File: src/rtl/cpu_fetch_sequencer.sv
// rtl/cpu_fetch_sequencer.sv - multi-cycle fetch/decode sequencer for the 6502-subset core
// Owns the PC, reads opcode/operand over a wait-stated port, resolves BNE locally.
package cpu_fetch_pkg;
  typedef enum logic [3:0] {
    OP_BRK = 4'd0,
    OP_NOP = 4'd1,
    OP_LDX = 4'd2,
    OP_INC = 4'd3,
    OP_BNE = 4'd4,
    OP_ORA = 4'd5,
    OP_AND = 4'd6,
    OP_EOR = 4'd7,
    OP_ADC = 4'd8,
    OP_STA = 4'd9,
    OP_LDA = 4'd10,
    OP_CMP = 4'd11,
    OP_SBC = 4'd12
  } opc_t;
endpackage

module cpu_fetch_sequencer
  import cpu_fetch_pkg::*;
#(
  parameter int unsigned        ADDR_W   = 9,
  parameter int unsigned        DATA_W   = 8,
  parameter logic [ADDR_W-1:0]  RESET_PC = '0
) (
  input  logic              clk_i,
  input  logic              reset_i,
  output logic [ADDR_W-1:0] mem_addr_o,
  output logic              mem_rd_o,
  input  logic [DATA_W-1:0] mem_rdata_i,
  input  logic              mem_ready_i,
  input  logic              zero_flag_i,
  output logic              exec_valid_o,
  output logic [3:0]        exec_op_o,
  output logic [DATA_W-1:0] exec_operand_o,
  input  logic              exec_ready_i,
  output logic [ADDR_W-1:0] pc_o,
  output logic              halted_o,
  output logic              illegal_o
);

  typedef enum logic [2:0] {
    S_RST0,
    S_FETCH,
    S_OPERAND,
    S_EXEC,
    S_HALT
  } state_t;

  state_t              state_q;
  logic [ADDR_W-1:0]   pc_q;
  logic [ADDR_W-1:0]   pc_d;
  opc_t                op_q;
  logic [DATA_W-1:0]   operand_q;
  logic                mem_rd_q;
  logic                exec_valid_q;
  logic                halted_q;
  logic                illegal_q;

  opc_t                dec_op;
  logic                dec_has_opnd;
  logic                dec_illegal;
  logic signed [7:0]   br_off8;
  logic                mem_fire;

  // A ready with no request outstanding must never advance anything.
  assign mem_fire = mem_rd_q && mem_ready_i;
  assign br_off8  = operand_q[7:0];

  always_comb begin
    dec_op       = OP_NOP;
    dec_has_opnd = 1'b1;
    dec_illegal  = 1'b0;
    case (mem_rdata_i[7:0])
      8'h00: begin dec_op = OP_BRK; dec_has_opnd = 1'b0; end
      8'hEA: begin dec_op = OP_NOP; dec_has_opnd = 1'b0; end
      8'hA2: dec_op = OP_LDX;
      8'hE6: dec_op = OP_INC;
      8'hD0: dec_op = OP_BNE;
      8'h09: dec_op = OP_ORA;
      8'h29: dec_op = OP_AND;
      8'h49: dec_op = OP_EOR;
      8'h69: dec_op = OP_ADC;
      8'h85: dec_op = OP_STA;
      8'hA9: dec_op = OP_LDA;
      8'hC9: dec_op = OP_CMP;
      8'hE9: dec_op = OP_SBC;
      default: begin
        dec_op       = OP_NOP;
        dec_has_opnd = 1'b0;
        dec_illegal  = 1'b1;
      end
    endcase
  end

  // Branch offset is the low byte only, sign-extended and wrapped in ADDR_W bits.
  always_comb begin
    pc_d = pc_q;
    case (state_q)
      S_FETCH, S_OPERAND: begin
        if (mem_fire) pc_d = pc_q + ADDR_W'(1);
      end
      S_EXEC: begin
        if (op_q == OP_BNE && !zero_flag_i) pc_d = pc_q + ADDR_W'(br_off8);
      end
      default: ;
    endcase
  end

  always_ff @(posedge clk_i) begin
    if (reset_i) begin
      state_q      <= S_RST0;
      pc_q         <= RESET_PC;
      op_q         <= OP_NOP;
      operand_q    <= '0;
      mem_rd_q     <= 1'b0;
      exec_valid_q <= 1'b0;
      halted_q     <= 1'b0;
      illegal_q    <= 1'b0;
    end else begin
      pc_q      <= pc_d;
      illegal_q <= 1'b0;
      case (state_q)
        S_RST0: begin
          state_q  <= S_FETCH;
          mem_rd_q <= 1'b1;
        end
        S_FETCH: begin
          if (mem_fire) begin
            op_q      <= dec_op;
            illegal_q <= dec_illegal;
            if (dec_has_opnd) begin
              state_q <= S_OPERAND;
            end else begin
              state_q      <= S_EXEC;
              mem_rd_q     <= 1'b0;
              operand_q    <= '0;
              exec_valid_q <= 1'b1;
            end
          end
        end
        S_OPERAND: begin
          if (mem_fire) begin
            operand_q    <= mem_rdata_i;
            mem_rd_q     <= 1'b0;
            state_q      <= S_EXEC;
            exec_valid_q <= (op_q != OP_BNE);
          end
        end
        S_EXEC: begin
          if (op_q == OP_BNE) begin
            state_q  <= S_FETCH;
            mem_rd_q <= 1'b1;
          end else if (exec_ready_i) begin
            exec_valid_q <= 1'b0;
            if (op_q == OP_BRK) begin
              state_q  <= S_HALT;
              halted_q <= 1'b1;
            end else begin
              state_q  <= S_FETCH;
              mem_rd_q <= 1'b1;
            end
          end
        end
        S_HALT: begin
          state_q <= S_HALT;
        end
        default: begin
          state_q      <= S_RST0;
          mem_rd_q     <= 1'b0;
          exec_valid_q <= 1'b0;
        end
      endcase
    end
  end

  // The PC doubles as the read address in every state that issues a read.
  assign mem_addr_o     = pc_q;
  assign mem_rd_o       = mem_rd_q;
  assign exec_valid_o   = exec_valid_q;
  assign exec_op_o      = op_q;
  assign exec_operand_o = operand_q;
  assign pc_o           = pc_q;
  assign halted_o       = halted_q;
  assign illegal_o      = illegal_q;

endmodule
File: config.mk
export PLATFORM = sky130hd
export DESIGN_NAME = cpu_fetch_sequencer
export DESIGN_NICKNAME = d
export VERILOG_FILES = /design/src/rtl/cpu_fetch_sequencer.sv
export SDC_FILE = /design/constraint.sdc
export NUM_CORES = 1
export LEC_CHECK = 0
export BUFFER_PORTS_ARGS = -buffer_cell sky130_fd_sc_hd__buf_2
export CAP_MARGIN = 20
export CORE_MARGIN = 1.5
export CORE_UTILIZATION = 54
export DETAILED_ROUTE_END_ITERATION = 8
export PLACE_DENSITY = 0.87
export SETUP_SLACK_MARGIN = 0.2
export SLEW_MARGIN = 15
export SYNTH_ARGS = -nofsm -noshare
export SYNTH_HDL_FRONTEND = slang
export SYNTH_SLANG_ARGS = --single-unit
export TNS_END_PERCENT = 20
File: constraint.sdc
create_clock -name clk_i -period 4.48 [get_ports clk_i]
set_clock_uncertainty 0.2 [all_clocks]
set_input_delay 0.672 -clock clk_i [delete_from_list [all_inputs] [get_ports clk_i]]
set_output_delay 0.672 -clock clk_i [all_outputs]
set_load 0.01 [all_outputs]
**Word-level counts from Yosys, hierarchy flattened**

Index checks and enable logic that the tools add are counted.

- Register bits: 28
- Output and inout port bits: 34

- Eq/ne operators: 27
- $add $sub $neg: 2
- Bitwise logic cells: 5
- Reduce and logical (&&, ||, !) cells: 20
- Mux-type cells: 30

Operator list:

| operator | number |
|---|---|
| == test 8 bit, second input constant | 8 |
| one-hot mux 4 bit (12 select lines) | 1 |
| 2-to-1 mux 8 bit | 3 |
| 2-to-1 mux 9 bit | 2 |
| one-hot mux 9 bit (2 select lines) | 1 |
| == test 8 x 7 -> 1 bit, second input constant | 2 |
| one-hot mux 8 bit (2 select lines) | 1 |
| 2-to-1 mux 3 bit | 5 |
| one-hot mux 3 bit (5 select lines) | 1 |
| 2-to-1 mux 1 bit | 14 |
| != test 2 bit, second input constant | 7 |
| OR reduction 13 bit | 1 |
| AND reduction 6 bit | 2 |
| OR reduction 11 bit | 1 |
| adder 9 x 1 -> 9 bit, second input constant | 1 |
| adder 9 bit | 1 |
| == test 8 x 4 -> 1 bit, second input constant | 1 |
| == test 8 x 6 -> 1 bit, second input constant | 1 |
| logical NOT 8 bit | 1 |
| AND reduction 4 bit | 2 |
| == test 3 x 2 -> 1 bit, second input constant | 2 |
| != test 3 bit, second input constant | 2 |
| AND reduction 3 bit | 2 |
| NOT 1 bit | 5 |
| 14 further kinds | 17 |

**Longest topological paths before layout**

- Depth in word-level cells: 6
- Mapped depth: 11
- Depth with buffers taken out: 10

**Worst setup path before layout**

No wires, ideal clock.

- Path type: register -> register
- From: register state_q[1]
- To: register pc_q[8], in the netlist mem_addr_o[8]
- Data arrival time: 2862 ps
- Period minus slack after synthesis: 3185 ps
- Library setup time: 123 ps
- Path buffers: 1
- Stages on the path, launching flop included: 12
- Slack: 1295 ps
- Cell sequence: dfxtp_1 -> buf_2 -> nand2_1 -> or3_1 -> ha_1 -> fa_1 -> a21oi_1 -> o211ai_1 -> or4_1 -> and3_1 -> nor3_1 -> mux2_1

- Longest elaborated chain between the ends: 4
- Elaborated cells between the ends (all ways): 9
- Those cells by class: 5 x eq/ne; 1 x mux; 3 x reduce/logical

Ends and longest elaborated chain:

| element | RTL line | RTL |
|---|---|---|
| from (decl) | 52 | `state_t state_q;` |
| from (signal assigned) | 114 | `state_q <= S_RST0;` |
| from (signal assigned) | 127 | `state_q <= S_FETCH;` |
| from (signal assigned) | 135 | `state_q <= S_OPERAND;` |
| == test 3 x 2 -> 1 bit / == test 3 x 1 -> 1 bit (equally long branches) | 101 | `case (state_q)` |
| OR reduction 2 bit | 101 |  |
| != test 2 bit (no source line) / nonzero test 2 bit (equally long branches) | - |  |
| AND reduction 3 bit (no source line) | - |  |
| to (signal assigned) | 123 | `pc_q <= pc_d;` |
| to (decl) | 53 | `logic [ADDR_W-1:0] pc_q;` |

Parallel ways exist; a longest one is shown, timed or not.
A chain may end at the register's enable or synchronous reset.

**Final worst setup path**

- From: register state_q[0]
- To: register pc_q[8], in the netlist mem_addr_o[8]

Same word-level chain as after synthesis.

==> metrics.txt <==
Critical Path, Cell by Cell nand2_1 > or3_1 > ha_1 > fa_1 > a21oi_1 > o211ai_1 > or4_1 > and3_1 > nor3_1 > mux2_1; overall power about 0.0005 W; RSZ-0062 raised after global routing false; post-synthesis sequential area ratio 0.2854; pin count of the biggest net entering global routing 34; syn_nets 267; critical path class flop to flop; hold path endpoint exec_valid_o$_SDFFE_PP0P_; top cells by area, synth dfxtp_1 29%, nor2_1 5.7%, ha_1 5.1%; crit path max fanout 12; synthesized area per cell approximately 8.0 um2; Worst R2R Path Depth 10; post-route clock period utilization 0.7818; router iterations before antenna repair 4; MaxCap Viol Count 0; pre-CTS setup slack approximately 1.0 ns; RR Endpoint mem_addr_o[8]$_SDFFE_PP0P_; Synth Register Bits 28; first-pass GRT wire length 7734 um; number of remaining DRC errors 0; vias in the first global route ~1.8k; Critical-path top delay cell dfxtp_1; Tmin final around 3.5 ns; max incr delay on CP 0.56 ns; final setup fails 0; Combinational Power Share 0.187; Hold Path Stages 1; VDD IR-drop max 0.2308 mV; Yosys top cell area share 0.2854; worst hold slack between 0.2 and 0.3 ns; CP startpoint state_q[0]$_SDFFE_PP0P_; non-filler instance count after layout 321; Core Area 3416 um2; CTS Buffer Depth 2; leakage power 0.9822 nW; post-CTS repair timing setup buffer count 0; Synth warnings 0; Initial Utilization 0.5751; Hold Crit Class flop to flop; Critical Path AT 3.55 ns; drt total wl 4512 um; hold_buf cts 0; DP Cell Count 317; status finished clean; final worst-path setup slack 0.9777 ns; Slew @ Worst Pin 0.7809 ns; post-CTS sizing 0; TritonCTS buffer count 3; Clock power frac 0.260; Cell Area, Synth around 2000 um2; total gr overflow 0; n_diodes 0; Max Fclk 285.5 MHz; Post-synth ARST share 0; WL per Instance 14.06 um; Power per Cell Area about 230 nW/um2; clock-pin slew on the worst setup and hold paths 0.15 ns; prevailing post-synth register cell dfxtp_1; Via Count 1873; cell accounting for the most synthesized area dfxtp_1; final hold viol count 0; relative slew slack 0.4746; number of synthesized flops with an enable pin 0; Area growth, synth to finish 10.57%; IO Count between 40 and 50; PortBufs 46; sw frac 0.3004; Routed Antenna Nets 0; Final Max Tran Viols 0; most common cell in the synthesized netlist nor2_1; Root Buffer clkbuf_4; Internal 0.0003460 W; startpoint types flop; Post-layout nets 298; DR vias/cell 5.835; Hold Path Origin exec_valid_o$_SDFFE_PP0P_; CP Data Required Time 4.52 ns; flop2flop setup slack 0.98 ns; Total GRT Usage 0.2362; Net Switching roughly 0.00015 W; Die X 63.32 um; dpl hpwl 3412 um; CTS tree done; initial antenna violation count 0; Crit. End Element flop; Worst-Skew Late Latency 0.34 ns; Final GP Congestion 0.8952; sequential power share 0.553; TNS Setup 0 ns; Mapped Cells 245; die height 63.32 um; share of layout cells above drive strength 1 0.2400; Worst R2R Start state_q[0]$_SDFFE_PP0P_; synth cell count leaders 30 x nor2_1, 28 x dfxtp_1, 18 x a21oi_1; 1st-iter DRT viols 146; FP Rows 21; htree depth 1; total die area approximately 4000 um2; Cell variety after synth 52; clk sinks 28
-- area by class of cell --
| class | count | area, um2 |
|---|---|---|
| sequential | 28 | 560.5 |
| inverter | 7 | 26.28 |
| fill | 324 | 1244 |
| clock buffer | 4 | 36.28 |
| multi-input combinational | 188 | 1246 |
| timing repair buffer | 48 | 245.2 |
| tap | 46 | 57.56 |
-- worst max-delay path by stage --
stage / slack (ns) / end / depth (start not counted)
after detailed placement: 1.03 / mem_addr_o[8]$_SDFFE_PP0P_ / 10
final: 0.98 / mem_addr_o[8]$_SDFFE_PP0P_ / 10
after floorplan: 1.29 / mem_addr_o[8]$_SDFFE_PP0P_ / 11
after global placement: 1.13 / mem_addr_o[8]$_SDFFE_PP0P_ / 10
after CTS: 1.01 / mem_addr_o[8]$_SDFFE_PP0P_ / 10
after global routing: 0.74 / mem_addr_o[8]$_SDFFE_PP0P_ / 10
-- layout by cell type (no fill, tap or decap), types with 7 or more instances in the layout --
master and count:
and2_1 9, nand3_1 11, o21ai_2 8, dfxtp_1 28, inv_1 7, buf_2 46
nor3_1 13, a21oi_1 18, nor2_1 30, nand2_1 8, ha_1 8, nand2b_1 10
-- routing by layer --
layer  global-route usage  part of all wire  vias to the layer above
met5                    0                 0                        -
met4              0.08967             0.015                        0
met3              0.04464             0.047                        6
met2               0.4176              0.51                       68
met1               0.2827              0.43                      868
li1                     -                 -                      931
-- per-stage QoR --
step             util  instance area [um2]
2_1_floorplan       -                 1964
3_3_place_gp   0.6253                 2136
3_5_place_dp   0.6253                 2136
4_1_cts        0.6359                 2172
5_1_grt        0.6359                 2172
6_report       0.6359                 2172
-- worst max-delay path: cells and delay by family, from the launching register on --
family	cells	cell delay [ns]
compound gates	2	0.37
simple gates	5	1.31
fa+ha+maj	2	0.62
mux	1	0.33
flops	1	0.56
-- registers in the layout, summed over array words and instances, names as in the netlist --
name / flops
exec_operand_o: 8
exec_valid_o: 1
state_q: 3
halted_o: 1
mem_addr_o: 9
exec_op_o: 4
mem_rd_o: 1
illegal_o: 1
-- logic make-up after synthesis --
| kind of cell | after synthesis | synth area share |
|---|---|---|
| simple gates | 108 | 0.3000 |
| xor+xnor | 7 | 0.03121 |
| mux | 6 | 0.03121 |
| fa+ha+maj | 9 | 0.06115 |
| compound gates | 58 | 0.2108 |
| flops | 28 | 0.2854 |
| buf+inv | 29 | 0.08025 |
-- power groups by stage --
stage | Sequential, W | Combinational [W] | Clock, W
2_1_floorplan | 0.000272 | 0.0000731 | 0
3_3_place_gp | 0.000277 | 0.0000901 | 0
3_5_place_dp | 0.000278 | 0.0000915 | 0
4_1_cts | 0.000273 | 0.0000917 | 0.000131
5_1_grt | 0.000275 | 0.000104 | 0.000139
6_report | 0.000273 | 0.0000925 | 0.000129
(Power assumes the default switching activity.)
